==> src/rtl/control_fsm_if.sv <==
// Control bundle between the Hazwell multi-cycle sequencer and its datapath.
// The sequencer takes the master modport; the datapath side takes slave.
interface control_fsm_if #(
    parameter int OP_W  = 17,
    parameter int ALU_W = 6
);
    logic [OP_W-1:0]  iOP;
    logic             iRdy;
    logic             iBrTaken;

    logic             PC_en;
    logic             PCT_en;
    logic             IR_en;
    logic             MDR_en;
    logic             MAR_en;
    logic             MOR_en;
    logic             RF_Write;
    logic [ALU_W-1:0] ALU_op;
    logic             MAR_Select;
    logic             ALUB_Select;
    logic             PCA_Select;
    logic [1:0]       PC_Select;
    logic [1:0]       C_Select;
    logic [1:0]       AddrC_Select;
    logic             oMemRd;
    logic             oMemWr;
    logic [2:0]       oState;
    logic             oStall;
    logic [1:0]       oErr;

    modport master (
        input  iOP, iRdy, iBrTaken,
        output PC_en, PCT_en, IR_en, MDR_en, MAR_en, MOR_en, RF_Write, ALU_op,
               MAR_Select, ALUB_Select, PCA_Select, PC_Select, C_Select, AddrC_Select,
               oMemRd, oMemWr, oState, oStall, oErr
    );

    modport slave (
        output iOP, iRdy, iBrTaken,
        input  PC_en, PCT_en, IR_en, MDR_en, MAR_en, MOR_en, RF_Write, ALU_op,
               MAR_Select, ALUB_Select, PCA_Select, PC_Select, C_Select, AddrC_Select,
               oMemRd, oMemWr, oState, oStall, oErr
    );
endinterface

==> src/rtl/control_fsm.sv <==
// Multi-cycle control sequencer for the Hazwell processor: stage FSM with
// memory wait states, bounded wait timeout and illegal-opcode trapping.
//
// state  | meaning
// FETCH  | read instruction at PC, wait on iRdy, load IR and PC+4
// DECODE | classify opcode, capture PC+4 into PCT
// EXEC   | ALU op, address calc, or PC redirect for control flow
// MEM    | load/store access, wait on iRdy
// WB     | single-cycle register file write
// TRAP   | illegal opcode or wait timeout; frozen until reset
module control_fsm #(
    parameter int OP_W        = 17,
    parameter int ALU_W       = 6,
    parameter int MEM_TIMEOUT = 255
) (
    input  logic            iClk,
    input  logic            iRst,
    control_fsm_if.master   bus
);
    typedef enum logic [2:0] {
        S_FETCH  = 3'd0,
        S_DECODE = 3'd1,
        S_EXEC   = 3'd2,
        S_MEM    = 3'd3,
        S_WB     = 3'd4,
        S_TRAP   = 3'd7
    } state_t;

    typedef enum logic [3:0] {
        C_ILL, C_ALU_R, C_ALU_I, C_LDW, C_STW, C_BR, C_BEQ, C_CALL, C_CALLR, C_JMP
    } cls_t;

    localparam int CNT_W = (MEM_TIMEOUT > 1) ? $clog2(MEM_TIMEOUT + 1) : 1;
    localparam logic [CNT_W-1:0] CNT_LIM  = CNT_W'(MEM_TIMEOUT);
    localparam logic [ALU_W-1:0] ALU_ADD  = ALU_W'(6'h31);
    localparam logic [ALU_W-1:0] ALU_ADDI = ALU_W'(6'h04);

    state_t           state_q, state_d;
    logic [CNT_W-1:0] cnt_q, cnt_d, cnt_inc;
    logic [1:0]       err_q, err_d;
    logic [5:0]       op, opx;
    logic             timeout_hit;
    logic             unused_ok;
    cls_t             cls;

    assign op        = bus.iOP[5:0];
    assign opx       = bus.iOP[OP_W-1 -: 6];
    assign unused_ok = ^bus.iOP[OP_W-7:6];

    // Trap on the wait cycle that would bring the count up to the limit.
    assign cnt_inc     = cnt_q + CNT_W'(1);
    assign timeout_hit = (MEM_TIMEOUT != 0) && (cnt_inc == CNT_LIM);

    always_comb begin
        cls = C_ILL;
        case (op)
            6'h3A: begin
                case (opx)
                    6'h05, 6'h0D:                      cls = C_JMP;
                    6'h1D:                             cls = C_CALLR;
                    6'h31, 6'h39, 6'h0E, 6'h16, 6'h1E: cls = C_ALU_R;
                    default:                           cls = C_ILL;
                endcase
            end
            6'h04:   cls = C_ALU_I;
            6'h17:   cls = C_LDW;
            6'h15:   cls = C_STW;
            6'h06:   cls = C_BR;
            6'h26:   cls = C_BEQ;
            6'h00:   cls = C_CALL;
            default: cls = C_ILL;
        endcase
    end

    always_comb begin
        state_d          = state_q;
        cnt_d            = cnt_q;
        err_d            = err_q;
        bus.PC_en        = 1'b0;
        bus.PCT_en       = 1'b0;
        bus.IR_en        = 1'b0;
        bus.MDR_en       = 1'b0;
        bus.MAR_en       = 1'b0;
        bus.MOR_en       = 1'b0;
        bus.RF_Write     = 1'b0;
        bus.ALU_op       = '0;
        bus.MAR_Select   = 1'b0;
        bus.ALUB_Select  = 1'b0;
        bus.PCA_Select   = 1'b0;
        bus.PC_Select    = 2'b00;
        bus.C_Select     = 2'b00;
        bus.AddrC_Select = 2'b00;
        bus.oMemRd       = 1'b0;
        bus.oMemWr       = 1'b0;
        bus.oStall       = 1'b0;
        if (!iRst) begin
            case (state_q)
                S_FETCH: begin
                    bus.MAR_Select = 1'b1;
                    bus.MAR_en     = 1'b1;
                    bus.oMemRd     = 1'b1;
                    if (bus.iRdy) begin
                        bus.IR_en = 1'b1;
                        bus.PC_en = 1'b1;
                        state_d   = S_DECODE;
                    end else begin
                        bus.oStall = 1'b1;
                        cnt_d      = cnt_inc;
                        if (timeout_hit) begin
                            state_d = S_TRAP;
                            err_d   = 2'b10;
                        end
                    end
                end
                S_DECODE: begin
                    bus.PCT_en = 1'b1;
                    if (cls == C_ILL) begin
                        state_d = S_TRAP;
                        err_d   = 2'b01;
                    end else begin
                        state_d = S_EXEC;
                    end
                end
                S_EXEC: begin
                    case (cls)
                        C_ALU_R: begin
                            bus.ALU_op = ALU_W'(opx);
                            state_d    = S_WB;
                        end
                        C_ALU_I: begin
                            bus.ALU_op      = ALU_ADDI;
                            bus.ALUB_Select = 1'b1;
                            state_d         = S_WB;
                        end
                        C_LDW, C_STW: begin
                            bus.ALU_op      = ALU_ADD;
                            bus.ALUB_Select = 1'b1;
                            bus.MAR_en      = 1'b1;
                            bus.MOR_en      = (cls == C_STW);
                            state_d         = S_MEM;
                        end
                        C_BR, C_BEQ: begin
                            bus.PC_en      = (cls == C_BR) ? 1'b1 : bus.iBrTaken;
                            bus.PCA_Select = 1'b1;
                            state_d        = S_FETCH;
                        end
                        C_CALL: begin
                            bus.PC_en     = 1'b1;
                            bus.PC_Select = 2'b01;
                            state_d       = S_WB;
                        end
                        C_CALLR, C_JMP: begin
                            bus.PC_en     = 1'b1;
                            bus.PC_Select = 2'b10;
                            state_d       = (cls == C_CALLR) ? S_WB : S_FETCH;
                        end
                        default: begin
                            state_d = S_TRAP;
                            err_d   = 2'b01;
                        end
                    endcase
                end
                S_MEM: begin
                    bus.oMemRd = (cls == C_LDW);
                    bus.oMemWr = (cls == C_STW);
                    if (bus.iRdy) begin
                        bus.MDR_en = (cls == C_LDW);
                        state_d    = (cls == C_LDW) ? S_WB : S_FETCH;
                    end else begin
                        bus.oStall = 1'b1;
                        cnt_d      = cnt_inc;
                        if (timeout_hit) begin
                            state_d = S_TRAP;
                            err_d   = 2'b10;
                        end
                    end
                end
                S_WB: begin
                    bus.RF_Write = 1'b1;
                    case (cls)
                        C_ALU_R: bus.AddrC_Select = 2'b01;
                        C_LDW:   bus.C_Select     = 2'b01;
                        C_CALL, C_CALLR: begin
                            bus.C_Select     = 2'b10;
                            bus.AddrC_Select = 2'b10;
                        end
                        default: ;
                    endcase
                    state_d = S_FETCH;
                end
                S_TRAP: ;
                default: state_d = S_FETCH;
            endcase
            if (state_d != state_q) cnt_d = '0;
        end
    end

    always_ff @(posedge iClk) begin
        if (iRst) begin
            state_q <= S_FETCH;
            cnt_q   <= '0;
            err_q   <= 2'b00;
        end else begin
            state_q <= state_d;
            cnt_q   <= cnt_d;
            err_q   <= err_d;
        end
    end

    assign bus.oState = state_q;
    assign bus.oErr   = err_q;
endmodule

==> src/flat_wrapper.sv <==
// flat-port wrapper written by rule: the top's interface ports become plain ports
module control_fsm_flat 
#(
    parameter int OP_W        = 17,
    parameter int ALU_W       = 6,
    parameter int MEM_TIMEOUT = 255
)
  (iClk, iRst, bus_iOP, bus_iRdy, bus_iBrTaken, bus_PC_en, bus_PCT_en, bus_IR_en, bus_MDR_en, bus_MAR_en, bus_MOR_en, bus_RF_Write, bus_ALU_op, bus_MAR_Select, bus_ALUB_Select, bus_PCA_Select, bus_PC_Select, bus_C_Select, bus_AddrC_Select, bus_oMemRd, bus_oMemWr, bus_oState, bus_oStall, bus_oErr);
  control_fsm_if #(.OP_W(OP_W), .ALU_W(ALU_W)) bus_i ();
  input  logic iClk;
  input  logic iRst;
  input wire logic [$bits(bus_i.iOP)-1:0] bus_iOP;
  input wire logic [$bits(bus_i.iRdy)-1:0] bus_iRdy;
  input wire logic [$bits(bus_i.iBrTaken)-1:0] bus_iBrTaken;
  output wire logic [$bits(bus_i.PC_en)-1:0] bus_PC_en;
  output wire logic [$bits(bus_i.PCT_en)-1:0] bus_PCT_en;
  output wire logic [$bits(bus_i.IR_en)-1:0] bus_IR_en;
  output wire logic [$bits(bus_i.MDR_en)-1:0] bus_MDR_en;
  output wire logic [$bits(bus_i.MAR_en)-1:0] bus_MAR_en;
  output wire logic [$bits(bus_i.MOR_en)-1:0] bus_MOR_en;
  output wire logic [$bits(bus_i.RF_Write)-1:0] bus_RF_Write;
  output wire logic [$bits(bus_i.ALU_op)-1:0] bus_ALU_op;
  output wire logic [$bits(bus_i.MAR_Select)-1:0] bus_MAR_Select;
  output wire logic [$bits(bus_i.ALUB_Select)-1:0] bus_ALUB_Select;
  output wire logic [$bits(bus_i.PCA_Select)-1:0] bus_PCA_Select;
  output wire logic [$bits(bus_i.PC_Select)-1:0] bus_PC_Select;
  output wire logic [$bits(bus_i.C_Select)-1:0] bus_C_Select;
  output wire logic [$bits(bus_i.AddrC_Select)-1:0] bus_AddrC_Select;
  output wire logic [$bits(bus_i.oMemRd)-1:0] bus_oMemRd;
  output wire logic [$bits(bus_i.oMemWr)-1:0] bus_oMemWr;
  output wire logic [$bits(bus_i.oState)-1:0] bus_oState;
  output wire logic [$bits(bus_i.oStall)-1:0] bus_oStall;
  output wire logic [$bits(bus_i.oErr)-1:0] bus_oErr;
  assign bus_i.iOP = bus_iOP;
  assign bus_i.iRdy = bus_iRdy;
  assign bus_i.iBrTaken = bus_iBrTaken;
  assign bus_PC_en = bus_i.PC_en;
  assign bus_PCT_en = bus_i.PCT_en;
  assign bus_IR_en = bus_i.IR_en;
  assign bus_MDR_en = bus_i.MDR_en;
  assign bus_MAR_en = bus_i.MAR_en;
  assign bus_MOR_en = bus_i.MOR_en;
  assign bus_RF_Write = bus_i.RF_Write;
  assign bus_ALU_op = bus_i.ALU_op;
  assign bus_MAR_Select = bus_i.MAR_Select;
  assign bus_ALUB_Select = bus_i.ALUB_Select;
  assign bus_PCA_Select = bus_i.PCA_Select;
  assign bus_PC_Select = bus_i.PC_Select;
  assign bus_C_Select = bus_i.C_Select;
  assign bus_AddrC_Select = bus_i.AddrC_Select;
  assign bus_oMemRd = bus_i.oMemRd;
  assign bus_oMemWr = bus_i.oMemWr;
  assign bus_oState = bus_i.oState;
  assign bus_oStall = bus_i.oStall;
  assign bus_oErr = bus_i.oErr;
  control_fsm #(.OP_W(OP_W), .ALU_W(ALU_W), .MEM_TIMEOUT(MEM_TIMEOUT)) u_core (.iClk(iClk), .iRst(iRst), .bus(bus_i));
endmodule
==> config.mk <==
export PLATFORM = sky130hd
export DESIGN_NAME = control_fsm_flat
export DESIGN_NICKNAME = d
export VERILOG_FILES = /design/src/rtl/control_fsm_if.sv /design/src/rtl/control_fsm.sv /design/src/flat_wrapper.sv
export SDC_FILE = /design/constraint.sdc
export NUM_CORES = 1
export LEC_CHECK = 0
export CELL_PAD_IN_SITES_DETAIL_PLACEMENT = 0
export CELL_PAD_IN_SITES_GLOBAL_PLACEMENT = 1
export CORE_UTILIZATION = 25
export CTS_CLUSTER_SIZE = 14
export DETAILED_ROUTE_END_ITERATION = 10
export GPL_ROUTABILITY_DRIVEN = 0
export PLACE_DENSITY_LB_ADDON = 0.12
export SLEW_MARGIN = 20
export SYNTH_ARGS = -nofsm -noshare
export SYNTH_HDL_FRONTEND = slang
export SYNTH_SLANG_ARGS = --single-unit
==> constraint.sdc <==
create_clock -name iClk -period 3.2 [get_ports iClk]
set_clock_uncertainty 0.15 [all_clocks]
set_input_delay 0.64 -clock iClk [delete_from_list [all_inputs] [get_ports iClk]]
set_output_delay 0.64 -clock iClk [all_outputs]
set_load 0.05 [all_outputs]
==> qor.yml, run 1 <==
synth_top_area_share_pct: 18.0
period_needed_ps: 3170
powerDensity_mw_per_mm2: 487
port_buffers: 45
synth_most_common_cell: "nor2_1"
die_y_microns: 78.0
insertedDiodeCount: 0
routed_wl_microns: 4940
yosysWarnings: 0
fmax_mhz: 315
synth.top_cells.by_count: "24 x nor2_1, 14 x a21oi_1, 13 x dfxtp_1"
rows: 27
maxCapViolCount: 0
path_class: "input port to output pin"
grtUsageTotal_pct: 17.0
initial_core_util_pct: 26.0
slew_violations: 0
final-setup-viol-count: 0
internal_power_uw: 671
path_delay_family: "simple AND/OR/NAND/NOR gates"
cp-start-kind: "input port"
hp-class: "register to register"
path_clk_slew_ps: 50
ctsRootBufferMaster: "clkbuf_8"
max_stage_delay_ps: 400
cts.sinks: 13
antenna_found_initial: 0
synth_area_leaders: "dfxtp_1 18%, nor2_1 6.2%, xor2_1 5.5%, a21oi_1 4.9%, nor3_1 4.2%"
status: "finished clean"
dieArea_sq_mm: 0.00608
num_vias: 1757
clk_latency_ps: 240
fin_nets: 305
vdd_drop_max_v: 0.000558
core_sq_mm: 0.00554
grt_max_degree: 15
grt_pass1_vias: 1785
final.period_utilization_pct: 99.2
drt-pass1-iter-count: 4
clk_path_buf_depth: 2
cp_max_fo: 7
yosysTopAreaCell: "dfxtp_1"
required_ps: 2410
cts_made_buffers: 3
grt-ovfl-total: 0
path_cells: "buf_2 > or3_4 > a2111oi_4 > nor3_2 > nor3b_4 > buf_4 > a21oi_2 > nor2_2 > buf_12"
synth_fp_nets: 215
finalNonFillerCells: 353
synthesis.area_sq_mm: 0.00144
synth-async-reset-ratio_pct: 0
p_leak_uw: 0.00103
critPathBufInv: 3
rsz0062_at_grt: "yes"
grt_first_pass_wirelength_microns: 8420
clkPwrFrac_pct: 10.9
yosysSeqAreaShare_pct: 18.0
hold_violations: 0
die_x_microns: 78.0
cts_tree: "built"
fin_tns_setup_ps: 0
worst_pin_slew_ps: 500
sw_frac_of_total_pct: 49.3
pwr-share-comb_pct: 72.2
hpwl_microns: 3840
crit_slowest_cell: "or3_4"
cts-htree-levels: 1
crit_path_end_kind: "output pin"
post-route-drc-count: 0
dp_cells: 339
ys.flop_type: "dfxtp_1"
synth_edf_count: 0
ios: 51
syn_inst: 192
area_growth_pct: 88.6
maxSlewHeadroom_pct: 66.4
syn_avg_cell_area_sq_um: 7.51
drtIter0Drc: 30
seq_power_share_pct: 16.9
ys_seq_elements: 13
wire_per_inst_microns: 14.0
drive_gt1_share_pct: 43.4
ant_nets: 0
vias_per_cell: 4.98
yosysUniqueCellTypes: 54
switching_power_uw: 652
cp.arrival_ps: 2380
sequential cells by signal, summed over array words and instances (netlist names):
register / cells
u_core.bus.oErr: 2
u_core.cnt_q: 8
u_core.bus.oState: 3
timing repair:
| action | CTS | global route |
|---|---|---|
| setup buffers | 10 | 1 |
| hold buffers | 0 | 0 |
| gates resized for setup | 47 | 13 |
| setup endpoints to repair | 11 | 10 |
| pin swaps | 17 | 10 |
| hold endpoints to repair | 0 | 0 |
layout make-up:
| class | instances | area, sq um |
|---|---|---|
| inverter | 7 | 26.3 |
| sequential | 13 | 260 |
| timing repair buffer | 94 | 1010 |
| multi-input combinational | 163 | 1280 |
| fill | 553 | 2820 |
| clock buffer | 4 | 45.0 |
| tap | 72 | 90.1 |
power groups by stage:
stage	logic [uW]	clock network, uW	registers (uW)
after floorplan	506	0	289
after global placement	945	0	226
after detailed placement	936	0	228
after CTS	958	150	225
after global routing	1010	159	230
final	956	144	224
tightest hold or removal path, cell delays in order, from the launching register on:
cell and delay [ps]:
dfxtp_1 310, inv_1 50, a21oi_1 50
cells in the final DEF, fill, tap and decap left out, types with 4 or more instances in the layout:
cell,netlist,final
a21oi_1,14,10
nor2_2,0,4
and3_1,5,5
nand3_1,5,5
dfxtp_1,13,13
nand4_1,7,7
nand2_1,12,12
buf_12,0,23
xor2_1,9,9
nand2b_1,7,6
o21ai_0,7,5
dlygate4sd2_1,0,6
buf_2,1,5
nor3_1,12,10
buf_4,0,49
nor4_1,5,4
inv_1,7,6
clkdlybuf4s50_1,0,8
nor2_1,24,19
logic make-up after synthesis:
family                     after synthesis  synth area share (%)
and+or+nand+nor                        101                  40.9
AOI/OAI and AO/OA                       50                  28.4
buffers and inverters                   16                  4.77
DFF                                     13                  18.0
xor gates and xnor gates                10                  6.07
adders and majority gates                2                  1.73
stage by stage:
| step | power [uW] | util, % | hold WS [ps] | cell area, sq um | worst slack, ps |
|---|---|---|---|---|---|
| 2_1_floorplan | 795 | - | 370 | 1470 | -364 |
| 3_5_place_dp | 1160 | 44.9 | 284 | 2490 | -431 |
| 6_report | 1320 | 49.1 | 301 | 2720 | 26.6 |
| 3_3_place_gp | 1170 | 44.9 | 282 | 2490 | -406 |
| 5_1_grt | 1400 | 49.1 | 335 | 2720 | -45.0 |
| 4_1_cts | 1330 | 48.8 | 299 | 2700 | 1.03 |
path summary, 6_finish.rpt:
kind / slack, ps / cells past startpoint / start / to
max: 30 / 9 / bus_iOP[0] / bus_ALU_op[2]
min: 300 / 2 / u_core.bus.oErr[0]$_SDFFE_PP0P_ / u_core.bus.oErr[0]$_SDFFE_PP0P_
max reg2reg: 840 / 7 / u_core.cnt_q[0]$_SDFFE_PP0P_ / u_core.cnt_q[3]$_SDFFE_PP0P_
min reg2reg: 300 / 2 / u_core.bus.oErr[0]$_SDFFE_PP0P_ / u_core.bus.oErr[0]$_SDFFE_PP0P_
per-layer routing:
layer	share of wire (%)	global-route usage [%]
met3	3.3	2.00
met1	45	20.8
met4	0.77	4.07
met2	51	31.2
met5	0	0
(Power assumes the default switching activity.)
==> run 2: changes to the inputs <==
Settings changed: CELL_PAD_IN_SITES_DETAIL_PLACEMENT 0 to unset, CELL_PAD_IN_SITES_GLOBAL_PLACEMENT 1 to unset, CORE_UTILIZATION 25 to 45, SKIP_CTS_REPAIR_TIMING set to 1.
==> qor.yml, run 2 (synthesis gave the netlist of run 1 again) <==
status: "finished with violations"
violations: "setup timing"
grt_first_pass_wirelength_microns: 8000  # -5.0%
routed_wl_microns: 6990  # +42%
grtUsageTotal_pct: 29.9  # +13 points
fin_ws_ps: -165  # -192 ps
hold_violations: 0  # unchanged
vias_per_cell: 6.71  # +35%
final.period_utilization_pct: 105  # +6.0 points
cts.sinks: 13  # unchanged
ant_nets: 0  # unchanged
core_sq_mm: 0.00305  # -45%
pwr-share-comb_pct: 72.0  # -0.2 points
cp-start-kind: "input port"
top_register: "u_core.cnt_q"
grt_max_degree: 19  # +4
hp-class: "register to register"
p_total_uw: 1310  # -0.93%
nFillCells: 134  # -76%
cp_max_fo: 5  # -2
holdPathStages: 2  # unchanged
powerDensity_mw_per_mm2: 479  # -1.6%
clkPwrFrac_pct: 8.3  # -2.6 points
hpwl_microns: 3900  # +1.7%
required_ps: 2410  # about the same
path_cells: "dlymetal6s2s_1 > nand2b_2 > buf_4 > nor3_2 > nor3_2 > buf_4 > o21a_1 > o21ai_1 > buf_4 > nor2_4 > buf_8"
vdd_drop_max_v: 0.000493  # -12%
drtIter0Drc: 293  # +880%
hold_start: "u_core.bus.oErr[0]$_SDFFE_PP0P_"
slew_violations: 0  # unchanged
initial_core_util_pct: 47.3  # +21 points
crit_slowest_cell: "nor3_2"
seq_power_share_pct: 19.7  # +2.8 points
final_common_cell: "buf_4"
crit_start: "bus_iOP[1]"
rows: 20  # -26%
cp.arrival_ps: 2580  # +200 ps
ctsRootBufferMaster: "clkbuf_4"
num_vias: 2168  # +23%
max_stage_delay_ps: 290  # -110 ps
layout_common_cells: "43 x buf_4, 23 x buf_12, 19 x nor2_1"
insertedDiodeCount: 0  # unchanged
maxSlewHeadroom_pct: 58.7  # -7.6 points
cts_made_buffers: 3  # unchanged
fin_nets: 303  # -0.66%
cts_tree: "built"
path_clk_slew_ps: 100  # +50 ps
path_class: "input port to output pin"
clk_latency_ps: 290  # +50 ps
sw_frac_of_total_pct: 53.0  # +3.8 points
final-setup-viol-count: 10  # +10
period_needed_ps: 3370  # +192 ps
drt-pass1-iter-count: 5  # +1
ios: 51  # unchanged
largest_reg_flops: 8  # unchanged
multi_input_area_sq_mm: 0.00130  # +1.3%
port_buffers: 45  # unchanged
grt-ovfl-total: 0  # unchanged
cp_common_cell: "buf_4"
rr_startpoint: "u_core.cnt_q[0]$_SDFFE_PP0P_"
p_leak_uw: 0.00109  # +5.7%
fin_hold_ws_ps: 303  # +1.47 ps
maxCapViolCount: 0  # unchanged
cp_num_cells: 11  # +2
post-route-drc-count: 0  # unchanged
internal_power_uw: 616  # -8.3%
dieArea_sq_mm: 0.00344  # -43%
die_y_microns: 58.6  # -25%
reg2regPathDepth: 7  # unchanged
area_growth_pct: 89.8
clk_path_buf_depth: 2  # unchanged
crit_path_end_kind: "output pin"
regArea_sq_um: 260  # unchanged
critPathBufInv: 5  # +2
wire_per_inst_microns: 21.6  # +55%
switching_power_uw: 696  # +6.6%
rsz0062_at_grt: "yes"
grt_pass1_vias: 1817  # +1.8%
die_x_microns: 58.6  # -25%
antenna_found_initial: 0  # unchanged
fmax_mhz: 297  # -5.7%
cts-htree-levels: 1  # unchanged
path_delay_family: "buffers and inverters"
worst_pin_slew_ps: 618  # +118 ps
drive_gt1_share_pct: 41.6  # -1.8 points
-- run 2: changes by cell type in the layout (fill, tap and decap cells not counted), moves of 4 or more --
cell            previous run  this run
buf_4                     49        43
dlymetal6s2s_1             0         9
buf_6                      2         6
dlygate4sd2_1              6         0
buf_2                      5         0
-- run 2: area by class of cell --
class / count / share of cell area (%)
Multi-Input combinational cell: 163 / 47.5
Inverter: 7 / 0.960
Timing Repair Buffer: 92 / 39.0
Tap cell: 44 / 2.01
Clock buffer: 4 / 0.960
Sequential cell: 13 / 9.51
-- run 2: stage by stage --
| step | worst slack, ps | cell area, sq um | util, % | cells | TNS [ps] |
|---|---|---|---|---|---|
| finish | -165 | 2740 | 89.7 | 323 | -1050 |
| global route | -272 | 2740 | 89.7 | 323 | -1950 |
| CTS | -455 | 2470 | 80.9 | 314 | -3530 |
| detailed placement | -449 | 2440 | 80.0 | 310 | -3470 |
| global placement | -331 | 2440 | 80.0 | 310 | -2590 |
| floorplan | -364 | 1470 | - | 192 | -1430 |
-- run 2: path summary, 6_finish.rpt --
path	end	slack [ps]
setup / recovery	bus_ALU_op[0]	-170
setup reg to reg	u_core.cnt_q[4]$_SDFFE_PP0P_	620
hold reg to reg	u_core.bus.oErr[0]$_SDFFE_PP0P_	300
hold / removal	u_core.bus.oErr[0]$_SDFFE_PP0P_	300
-- run 2: per-layer routing --
layer / up-vias / part of all wire (%) / routed length [microns] / global-route usage [%]
met5: - / 0 / 0 / 0
met4: 0 / 6.6 / 463 / 10.2
met3: 68 / 9.8 / 687 / 5.05
met2: 201 / 49 / 3430 / 54.5
met1: 1003 / 35 / 2410 / 35.2
li1: 896 / - / - / -
-- run 2: tightest hold or removal path: stages, from the launching register on --
cell and delay (ps):
dfxtp_1 320, inv_1 50, a21oi_1 50
-- run 2: power by group through the flow --
stage,registers [uW],logic [uW],clock network (uW)
2_1_floorplan,289,506,0
3_3_place_gp,251,860,0
3_5_place_dp,254,875,0
4_1_cts,250,878,106
5_1_grt,261,990,113
6_report,258,944,109
